==> src/rtl/sdram_pkg.sv <==
// Shared SDRAM definitions: command opcodes as {cs_n, ras_n, cas_n, we_n},
// error codes and init-sequence states, plus small decode helpers.
// Used by the init monitor and by the init/refresh controllers.
package sdram_pkg;

  localparam logic [3:0] CMD_NOP  = 4'b0111;
  localparam logic [3:0] CMD_ACT  = 4'b0011;
  localparam logic [3:0] CMD_RD   = 4'b0101;
  localparam logic [3:0] CMD_WR   = 4'b0100;
  localparam logic [3:0] CMD_BST  = 4'b0110;
  localparam logic [3:0] CMD_PALL = 4'b0010;
  localparam logic [3:0] CMD_AREF = 4'b0001;
  localparam logic [3:0] CMD_MRS  = 4'b0000;

  localparam int unsigned GAP_W = 4;

  typedef enum logic [2:0] {
    ERR_NONE   = 3'd0,
    ERR_EARLY  = 3'd1,
    ERR_ORDER  = 3'd2,
    ERR_TIMING = 3'd3,
    ERR_ADDR   = 3'd4,
    ERR_MODE   = 3'd5
  } err_code_e;

  typedef enum logic [2:0] {
    S_PWRUP,
    S_PALL,
    S_REF,
    S_MRD,
    S_READY,
    S_ERROR
  } init_state_e;

  // Deselect (cs_n high) behaves exactly like NOP.
  function automatic logic is_nop(logic [3:0] cmd);
    return cmd[3] || (cmd == CMD_NOP);
  endfunction

  // Supported modes: CAS latency 2/3; burst length 1/2/4/8 or full page.
  function automatic logic mode_ok(logic [2:0] bl, logic [2:0] cl);
    return ((cl == 3'd2) || (cl == 3'd3)) && ((bl <= 3'd3) || (bl == 3'd7));
  endfunction

endpackage

==> src/rtl/sdram_init_monitor_if.sv <==
// SDRAM command/address bus as seen at the device pins.
//   sdram_cmd  : {cs_n, ras_n, cas_n, we_n}
//   sdram_addr : A12..A0
// master = controller driving the pins, slave = monitor/device sampling them.
interface sdram_init_monitor_if;
  logic [3:0]  sdram_cmd;
  logic [12:0] sdram_addr;

  modport master (output sdram_cmd, output sdram_addr);
  modport slave  (input  sdram_cmd, input  sdram_addr);
endinterface

==> src/rtl/sdram_gap_timer.sv <==
// Loadable down-counter measuring minimum command spacing.
//   load/load_val : start a gap of (load_val + 1) cycles
//   zero          : no gap pending; a non-NOP command is legal
module sdram_gap_timer #(
  parameter int unsigned W = 4
) (
  input  logic         clk,
  input  logic         rst,
  input  logic         load,
  input  logic [W-1:0] load_val,
  output logic         zero
);

  logic [W-1:0] cnt;

  always_ff @(posedge clk or posedge rst) begin
    if (rst) begin
      cnt <= '0;
    end else if (load) begin
      cnt <= load_val;
    end else if (cnt != '0) begin
      cnt <= cnt - 1'b1;
    end
  end

  assign zero = (cnt == '0);

endmodule

==> src/rtl/sdram_init_monitor.sv <==
// Device-side monitor for the SDRAM power-up sequence:
// T_POWERUP cycles of NOP, PALL (A10=1), >= REF_REQ auto-refreshes, MRS.
// Ports:
//   clk, rst        : clock, asynchronous active-high reset
//   sdram           : command/address bus (slave modport)
//   init_ok         : sequence completed legally (held until reset)
//   init_err        : sticky protocol error
//   err_code        : first error (0 none,1 EARLY,2 ORDER,3 TIMING,4 ADDR,5 MODE)
//   ref_cnt         : AREFs seen during init, saturating at 15
//   mode_bl/bt/cl   : mode register fields latched from the MRS address
module sdram_init_monitor
  import sdram_pkg::*;
#(
  parameter int unsigned T_POWERUP = 10000,
  parameter int unsigned T_RP      = 1,
  parameter int unsigned T_RFC     = 4,
  parameter int unsigned T_MRD     = 2,
  parameter int unsigned REF_REQ   = 2
) (
  input  logic                 clk,
  input  logic                 rst,
  sdram_init_monitor_if.slave  sdram,
  output logic                 init_ok,
  output logic                 init_err,
  output logic [2:0]           err_code,
  output logic [3:0]           ref_cnt,
  output logic [2:0]           mode_bl,
  output logic                 mode_bt,
  output logic [2:0]           mode_cl
);

  if ((T_RP < 1) || (T_RP > 16) || (T_RFC < 1) || (T_RFC > 16) ||
      (T_MRD < 1) || (T_MRD > 16) || (T_POWERUP < 1) || (REF_REQ > 15)) begin : g_bad_param
    $error("sdram_init_monitor: timing parameters must be 1..16, REF_REQ <= 15");
  end

  localparam int unsigned PW = $clog2(T_POWERUP + 1);
  localparam logic [PW-1:0]    PWR_LAST   = PW'(T_POWERUP - 1);
  localparam logic [GAP_W-1:0] LD_RP      = GAP_W'(T_RP - 1);
  localparam logic [GAP_W-1:0] LD_RFC     = GAP_W'(T_RFC - 1);
  localparam logic [GAP_W-1:0] LD_MRD     = GAP_W'(T_MRD - 1);
  localparam logic [3:0]       REF_REQ_L  = 4'(REF_REQ);

  init_state_e     state, state_n;
  logic [PW-1:0]   pwr_cnt, pwr_cnt_n;
  err_code_e       err_q, err_n;
  logic [3:0]      ref_q, ref_n;
  logic [2:0]      bl_q, bl_n, cl_q, cl_n;
  logic            bt_q, bt_n;

  logic [3:0]       cmd;
  logic [12:0]      addr;
  logic             cmd_nop;
  logic             t_load, t_zero;
  logic [GAP_W-1:0] t_val;
  logic             unused_addr_bits;

  assign cmd              = sdram.sdram_cmd;
  assign addr             = sdram.sdram_addr;
  assign cmd_nop          = is_nop(cmd);
  assign unused_addr_bits = ^{addr[12:11], addr[9:7]};

  sdram_gap_timer #(.W(GAP_W)) u_gap (
    .clk      (clk),
    .rst      (rst),
    .load     (t_load),
    .load_val (t_val),
    .zero     (t_zero)
  );

  always_ff @(posedge clk or posedge rst) begin
    if (rst) begin
      state   <= S_PWRUP;
      pwr_cnt <= '0;
      err_q   <= ERR_NONE;
      ref_q   <= '0;
      bl_q    <= '0;
      bt_q    <= 1'b0;
      cl_q    <= '0;
    end else begin
      state   <= state_n;
      pwr_cnt <= pwr_cnt_n;
      err_q   <= err_n;
      ref_q   <= ref_n;
      bl_q    <= bl_n;
      bt_q    <= bt_n;
      cl_q    <= cl_n;
    end
  end

  // Every error path moves to S_ERROR, which never changes err_q again,
  // so err_code naturally keeps only the first violation.
  always_comb begin
    state_n   = state;
    pwr_cnt_n = pwr_cnt;
    err_n     = err_q;
    ref_n     = ref_q;
    bl_n      = bl_q;
    bt_n      = bt_q;
    cl_n      = cl_q;
    t_load    = 1'b0;
    t_val     = '0;

    case (state)
      S_PWRUP: begin
        if (!cmd_nop) begin
          state_n = S_ERROR;
          err_n   = ERR_EARLY;
        end else begin
          pwr_cnt_n = pwr_cnt + 1'b1;
          if (pwr_cnt == PWR_LAST) state_n = S_PALL;
        end
      end

      S_PALL: begin
        if (!cmd_nop) begin
          if (cmd == CMD_PALL && addr[10]) begin
            t_load  = 1'b1;
            t_val   = LD_RP;
            state_n = S_REF;
          end else begin
            state_n = S_ERROR;
            err_n   = (cmd == CMD_PALL) ? ERR_ADDR : ERR_ORDER;
          end
        end
      end

      S_REF: begin
        if (!cmd_nop) begin
          if (!t_zero) begin
            state_n = S_ERROR;
            err_n   = ERR_TIMING;
          end else begin
            case (cmd)
              CMD_AREF: begin
                if (ref_q != 4'hF) ref_n = ref_q + 1'b1;
                t_load = 1'b1;
                t_val  = LD_RFC;
              end
              CMD_PALL: begin
                t_load = 1'b1;
                t_val  = LD_RP;
              end
              CMD_MRS: begin
                if (ref_q < REF_REQ_L) begin
                  state_n = S_ERROR;
                  err_n   = ERR_ORDER;
                end else begin
                  // Fields are latched even when rejected, for debug.
                  bl_n   = addr[2:0];
                  bt_n   = addr[3];
                  cl_n   = addr[6:4];
                  t_load = 1'b1;
                  t_val  = LD_MRD;
                  if (mode_ok(addr[2:0], addr[6:4])) begin
                    state_n = S_MRD;
                  end else begin
                    state_n = S_ERROR;
                    err_n   = ERR_MODE;
                  end
                end
              end
              CMD_ACT, CMD_RD, CMD_WR, CMD_BST: begin
                state_n = S_ERROR;
                err_n   = ERR_ORDER;
              end
              default: begin
                state_n = S_ERROR;
                err_n   = ERR_ORDER;
              end
            endcase
          end
        end
      end

      S_MRD: begin
        if (t_zero) begin
          state_n = S_READY;
        end else if (!cmd_nop) begin
          state_n = S_ERROR;
          err_n   = ERR_TIMING;
        end
      end

      default: ;
    endcase
  end

  assign init_ok  = (state == S_READY);
  assign init_err = (state == S_ERROR);
  assign err_code = err_q;
  assign ref_cnt  = ref_q;
  assign mode_bl  = bl_q;
  assign mode_bt  = bt_q;
  assign mode_cl  = cl_q;

endmodule
==> src/flat_wrapper.sv <==
// flat-port wrapper written by rule: the top's interface ports become plain ports
module sdram_init_monitor_flat import sdram_pkg::*;
#(
  parameter int unsigned T_POWERUP = 10000,
  parameter int unsigned T_RP      = 1,
  parameter int unsigned T_RFC     = 4,
  parameter int unsigned T_MRD     = 2,
  parameter int unsigned REF_REQ   = 2
)
  (clk, rst, init_ok, init_err, err_code, ref_cnt, mode_bl, mode_bt, mode_cl, sdram_sdram_cmd, sdram_sdram_addr);
  sdram_init_monitor_if sdram_i ();
  input  logic clk;
  input  logic rst;
  output logic init_ok;
  output logic init_err;
  output logic [2:0] err_code;
  output logic [3:0] ref_cnt;
  output logic [2:0] mode_bl;
  output logic mode_bt;
  output logic [2:0] mode_cl;
  input wire logic [$bits(sdram_i.sdram_cmd)-1:0] sdram_sdram_cmd;
  input wire logic [$bits(sdram_i.sdram_addr)-1:0] sdram_sdram_addr;
  assign sdram_i.sdram_cmd = sdram_sdram_cmd;
  assign sdram_i.sdram_addr = sdram_sdram_addr;
  sdram_init_monitor #(.T_POWERUP(T_POWERUP), .T_RP(T_RP), .T_RFC(T_RFC), .T_MRD(T_MRD), .REF_REQ(REF_REQ)) u_core (.clk(clk), .rst(rst), .sdram(sdram_i), .init_ok(init_ok), .init_err(init_err), .err_code(err_code), .ref_cnt(ref_cnt), .mode_bl(mode_bl), .mode_bt(mode_bt), .mode_cl(mode_cl));
endmodule
==> config.mk <==
export PLATFORM = sky130hd
export DESIGN_NAME = sdram_init_monitor_flat
export DESIGN_NICKNAME = d
export VERILOG_FILES = /design/src/rtl/sdram_pkg.sv /design/src/rtl/sdram_init_monitor_if.sv /design/src/rtl/sdram_gap_timer.sv /design/src/rtl/sdram_init_monitor.sv /design/src/flat_wrapper.sv
export SDC_FILE = /design/constraint.sdc
export NUM_CORES = 1
export LEC_CHECK = 0
export CORE_UTILIZATION = 54
export DETAILED_ROUTE_END_ITERATION = 8
export PLACE_DENSITY = 0.86
export SYNTH_ARGS = -nofsm -noshare
export SYNTH_HDL_FRONTEND = slang
export SYNTH_SLANG_ARGS = --single-unit
==> constraint.sdc <==
create_clock -name clk -period 5.9 [get_ports clk]
set_clock_uncertainty 0.15 [all_clocks]
set_input_delay 1.18 -clock clk [delete_from_list [all_inputs] [get_ports clk]]
set_output_delay 1.18 -clock clk [all_outputs]
set_load 0.1 [all_outputs]
# Yosys cells after proc, flatten, opt, wreduce, memory -nomap -nowiden
# Cells that the tools add are included.
# word_totals
wordCells	93
latchBits	0
rom_bits	0
mem_bits_rw	0
register_bits	35
mem_count	0
# op_classes
bitwise_logic	2
n_lt_le_gt_ge	2
n_mux	38
n_shift	0
reduce_logical	17
n_addsub	3
n_div	0
n_eq_ne	23
mul	0
# op_table
cell	count
3-bit two-way mux	20
3-bit one-hot mux with 4 select lines	2
4-bit two-way mux	5
14-bit by 1-bit adder with 14-bit output, second input constant	1
14-bit == test, second input constant	1
3-bit by 2-bit == test with 1-bit output, second input constant	4
2-bit != test, second input constant	6
3-bit one-hot mux with 2 select lines	2
5-bit AND reduction	2
3-bit == test, second input constant	3
3-bit != test, second input constant	3
9-bit AND reduction	1
4-bit logical NOT	2
4-bit one-hot mux with 2 select lines	1
4-bit nonzero test	2
1-bit two-way mux	6
6-bit AND reduction	1
5-bit != test, second input constant	1
4-bit by 1-bit adder with 4-bit output, second input constant	1
4-bit by 1-bit == test with 1-bit output, second input constant	1
4-bit by 2-bit == test with 1-bit output, second input constant	1
4-bit by 3-bit == test with 1-bit output, second input constant	1
4-bit by 2-bit < comparator with 1-bit output, second input constant	1
4-bit != test, second input constant	1
other kinds (11)	16

# Logic depth before layout (Yosys ltp)
# logic_depth
word_depth	9
depth_mapped	7

# Hierarchy
# A second synthesis with hierarchy kept.
# unflattened
cells_unflattened	172
area_unflattened_um2	1853.0
# modules_own_cells
mod	cells_each	instances	area_per_inst_um2
sdram_init_monitor	149	1	1616.6
sdram_gap_timer	23	1	236.5

# Least setup slack after synthesis
# No wires, ideal clock.
# synth_path
path_type	reg2out
start	register u_core.state[1]
end	output init_err
setup_slack_ns	3.115
t_required_ns	4.570
path_stages_with_launch	4
arrival_time_ns	1.455
path_buffers	1
path_cell_list	dfrtp_1 clkbuf_1 inv_1 and3_1
# synth_between
elab_chain_cells	1
# synth_lines
item	line_no	source
start: declaration	sdram_init_monitor.sv:44	init_state_e state, state_n;
start signal: assignment	sdram_init_monitor.sv:81	state <= state_n;
3-bit == test	sdram_init_monitor.sv:190	assign init_err = (state == S_ERROR);
end: declaration	flat_wrapper.sv:15	output logic init_err;
# No other way between the ends.

# Worst setup path after layout
# layout_path
start	register u_core.state[1]
end	output init_ok
# layout_between
elab_chain_cells	1
# layout_lines
item	line_no	source
3-bit == test	sdram_init_monitor.sv:189	assign init_ok = (state == S_READY);
end: declaration	flat_wrapper.sv:14	output logic init_ok;
# No other way between the ends.

==> results.txt <==
status: complete, no violations
clock buffer depth: 2
Max VDD drop: 0.000172 V
critical path startpoint category: register
via/cell ratio: 5.80
Avg Cell Area, Syn: 10.9 um^2
final setup margin: 2210 ps
instance area at placement: 0.00220 mm^2
Detail Route Antenna Nets: 0
Seq/Total Area, Yosys: 47.1%
top post-synthesis cells by area: dfrtp_1 47%, xnor2_1 7.5%, mux2_2 5.5%
vias in the first global route: 1483
die area: 0.00368 mm^2
Post-Syn Area: 0.00186 mm^2
top cells by count, synth: 35 x dfrtp_1, 16 x nand2_1, 16 x xnor2_1, 10 x nor2_1, 9 x mux2_2
Worst Hold Depth: 1
Primary FF master, synth: dfrtp_1
routed vias: 1449
die height: 60.7 um
Final Hold Viols: 0
# rows: 20
antenna cell count: 0
Worst-Margin Slew: 987 ps
HPWL Detailed: 2.91 mm
latest clock arrival within the worst-skew pair: 340 ps
crit path max fanout: 10
Core Footprint: 0.00315 mm^2
Port Buffers: 29
R2R setup slack: 3430 ps
post-synthesis cell count: 171
share of the synthesized area in the top cell type: 47.1%
clock slew at reported path FFs: 110 ps
syn nets: 194
Hold-fix buffers, CTS: 0
post-cts resize count: 0
initial antenna violation count: 0
fraction of registers with async set/reset: 100%
relative slew slack: 34.0%
Final Cycle Share: 62.5%
WL final: 3.92 mm
Cells after DPL: 242
# IOs: 35
H-tree levels: 2
Worst Setup EP: init_ok
post-synth cell types: 44
leakage power: 0.919 nW
Sink Count: 35
Hold WC Path Type: register to register
Hold Crit Start: u_core.pwr_cnt[13]
Initial DRC Count: 48
root buffer cell: clkbuf_4
number of max-cap violations: 0
most common cell in the netlist: dfrtp_1
GR Overflow Total: 0
Max Slew Vio Count: 0
Critical Path End Type: output pin
largest net degree at the start of global routing: 21
Yosys top cell by area: dfrtp_1
Fillers: 247
pre-CTS WS: 2600 ps
Total Power: 0.511 mW
gr usage total: 24.8%
Num CTS Buffers: 5
first-pass GRT wire length: 6.62 mm
Pwr Density: 226 mW/mm^2
#FFs+latches synth: 35
post-route insts no fill: 250
TritonRoute pass-1 iters: 4
EDFF count, synth: 0
worst setup path start: u_core.state[1]
area grow syn2layout: 21.4%
worst r2r src: u_core.u_gap.cnt[0]
Critical Path RT: 4570 ps
DR DRC count: 0
CP Data Arrival Time: 2360 ps
layout cells sized above 1: 16.5%
FF-to-FF path depth: 6
TritonCTS clock tree: done
placer's final routability congestion estimate: 0.858
chip width: 60.7 um
postcts setup bufs: 0
RSZ-0062 raised after global routing: no
post-layout min period: 3690 ps
cell area after layout: 0.00226 mm^2
yosys warns: 0
Final Setup Violations: 0
# nets final: 228
FF-to-FF End: u_core.mode_bl[1]
initial core utilization: 59.0%
routed wire length per instance: 15.7 um
final setup TNS: 0 ps
fmax: 0.271 GHz
Crit Path Class: register to output pin
[report_power, final]
part	switching (mW)	internal (mW)	leakage (nW)
Sequential	0.0176	0.257	0.470
Clock	0.0848	0.0455	0.0272
Combinational	0.0574	0.0491	0.422
[area by class of cell]
type | instances | area [um^2] | share of cell area, %
multi-input combinational | 126 | 945 | 41.9
sequential | 35 | 876 | 38.8
timing repair buffer | 30 | 298 | 13.2
tap | 44 | 55.1 | 2.44
clock buffer | 5 | 37.5 | 1.66
inverter | 7 | 26.3 | 1.16
clock inverter | 3 | 20.0 | 0.887
[per-stage QoR]
step	util, %	hold WS (ps)
finish	71.6	325
global route	71.6	341
CTS	71.6	334
detailed placement	69.8	316
global placement	69.8	306
floorplan	-	288
[cells in the final DEF, fill, tap and decap left out, types with 5 or more instances in the layout]
master            n
inv_1             7
o21ai_0           6
nor2_1           10
nand4_1           5
mux2_2            9
clkbuf_4          5
xnor2_1          16
dfrtp_1          35
a21oi_1           7
nand3_1           8
clkdlybuf4s50_1  29
nand2_1          16
[cells by family (layout without fill, tap and decap cells)]
kind of cell             Yosys count  in the layout  share of synthesized area [%]
flip-flops                        35             35                           47.1
buffers and inverters             10             45                           2.09
multiplexers                      12             12                           7.60
XOR/XNOR                          17             17                           8.01
AND/OR/NAND/NOR                   68             68                           22.4
adder cells (fa/ha/maj)            4              4                           2.69
AO/OA/AOI/OAI                     25             25                           10.1
[how the worst min path moves through the flow]
| stage | endpoint | slack, ps |
|---|---|---|
| final | u_core.pwr_cnt[13] | 330 |
| after global routing | u_core.pwr_cnt[13] | 340 |
| after CTS | u_core.pwr_cnt[13] | 330 |
| after detailed placement | u_core.pwr_cnt[13] | 320 |
| after global placement | u_core.pwr_cnt[13] | 310 |
| after floorplan | u_core.pwr_cnt[13] | 290 |
[sequential cells by signal (all words and copies together), names as in the netlist]
signal	cells
u_core.pwr_cnt	14
u_core.u_gap.cnt	4
u_core.state	3
u_core.mode_bl	3
u_core.err_code	3
u_core.mode_bt	1
u_core.mode_cl	3
u_core.ref_cnt	4
[critical path, stage by stage (launching register included)]
cell	delay, ps
dfrtp_1	540
inv_1	180
and3_1	170
clkdlybuf4s50_1	1130
[layer usage]
| metal | global-route usage, % | up-vias | wire length, um |
|---|---|---|---|
| li1 | - | 679 | - |
| met1 | 29.9 | 698 | 1640 |
| met2 | 41.6 | 64 | 1970 |
| met3 | 6.40 | 8 | 245 |
| met4 | 11.4 | 0 | 67 |
| met5 | 0 | - | 0 |
No activity file was read; power rests on OpenSTA's default activity.
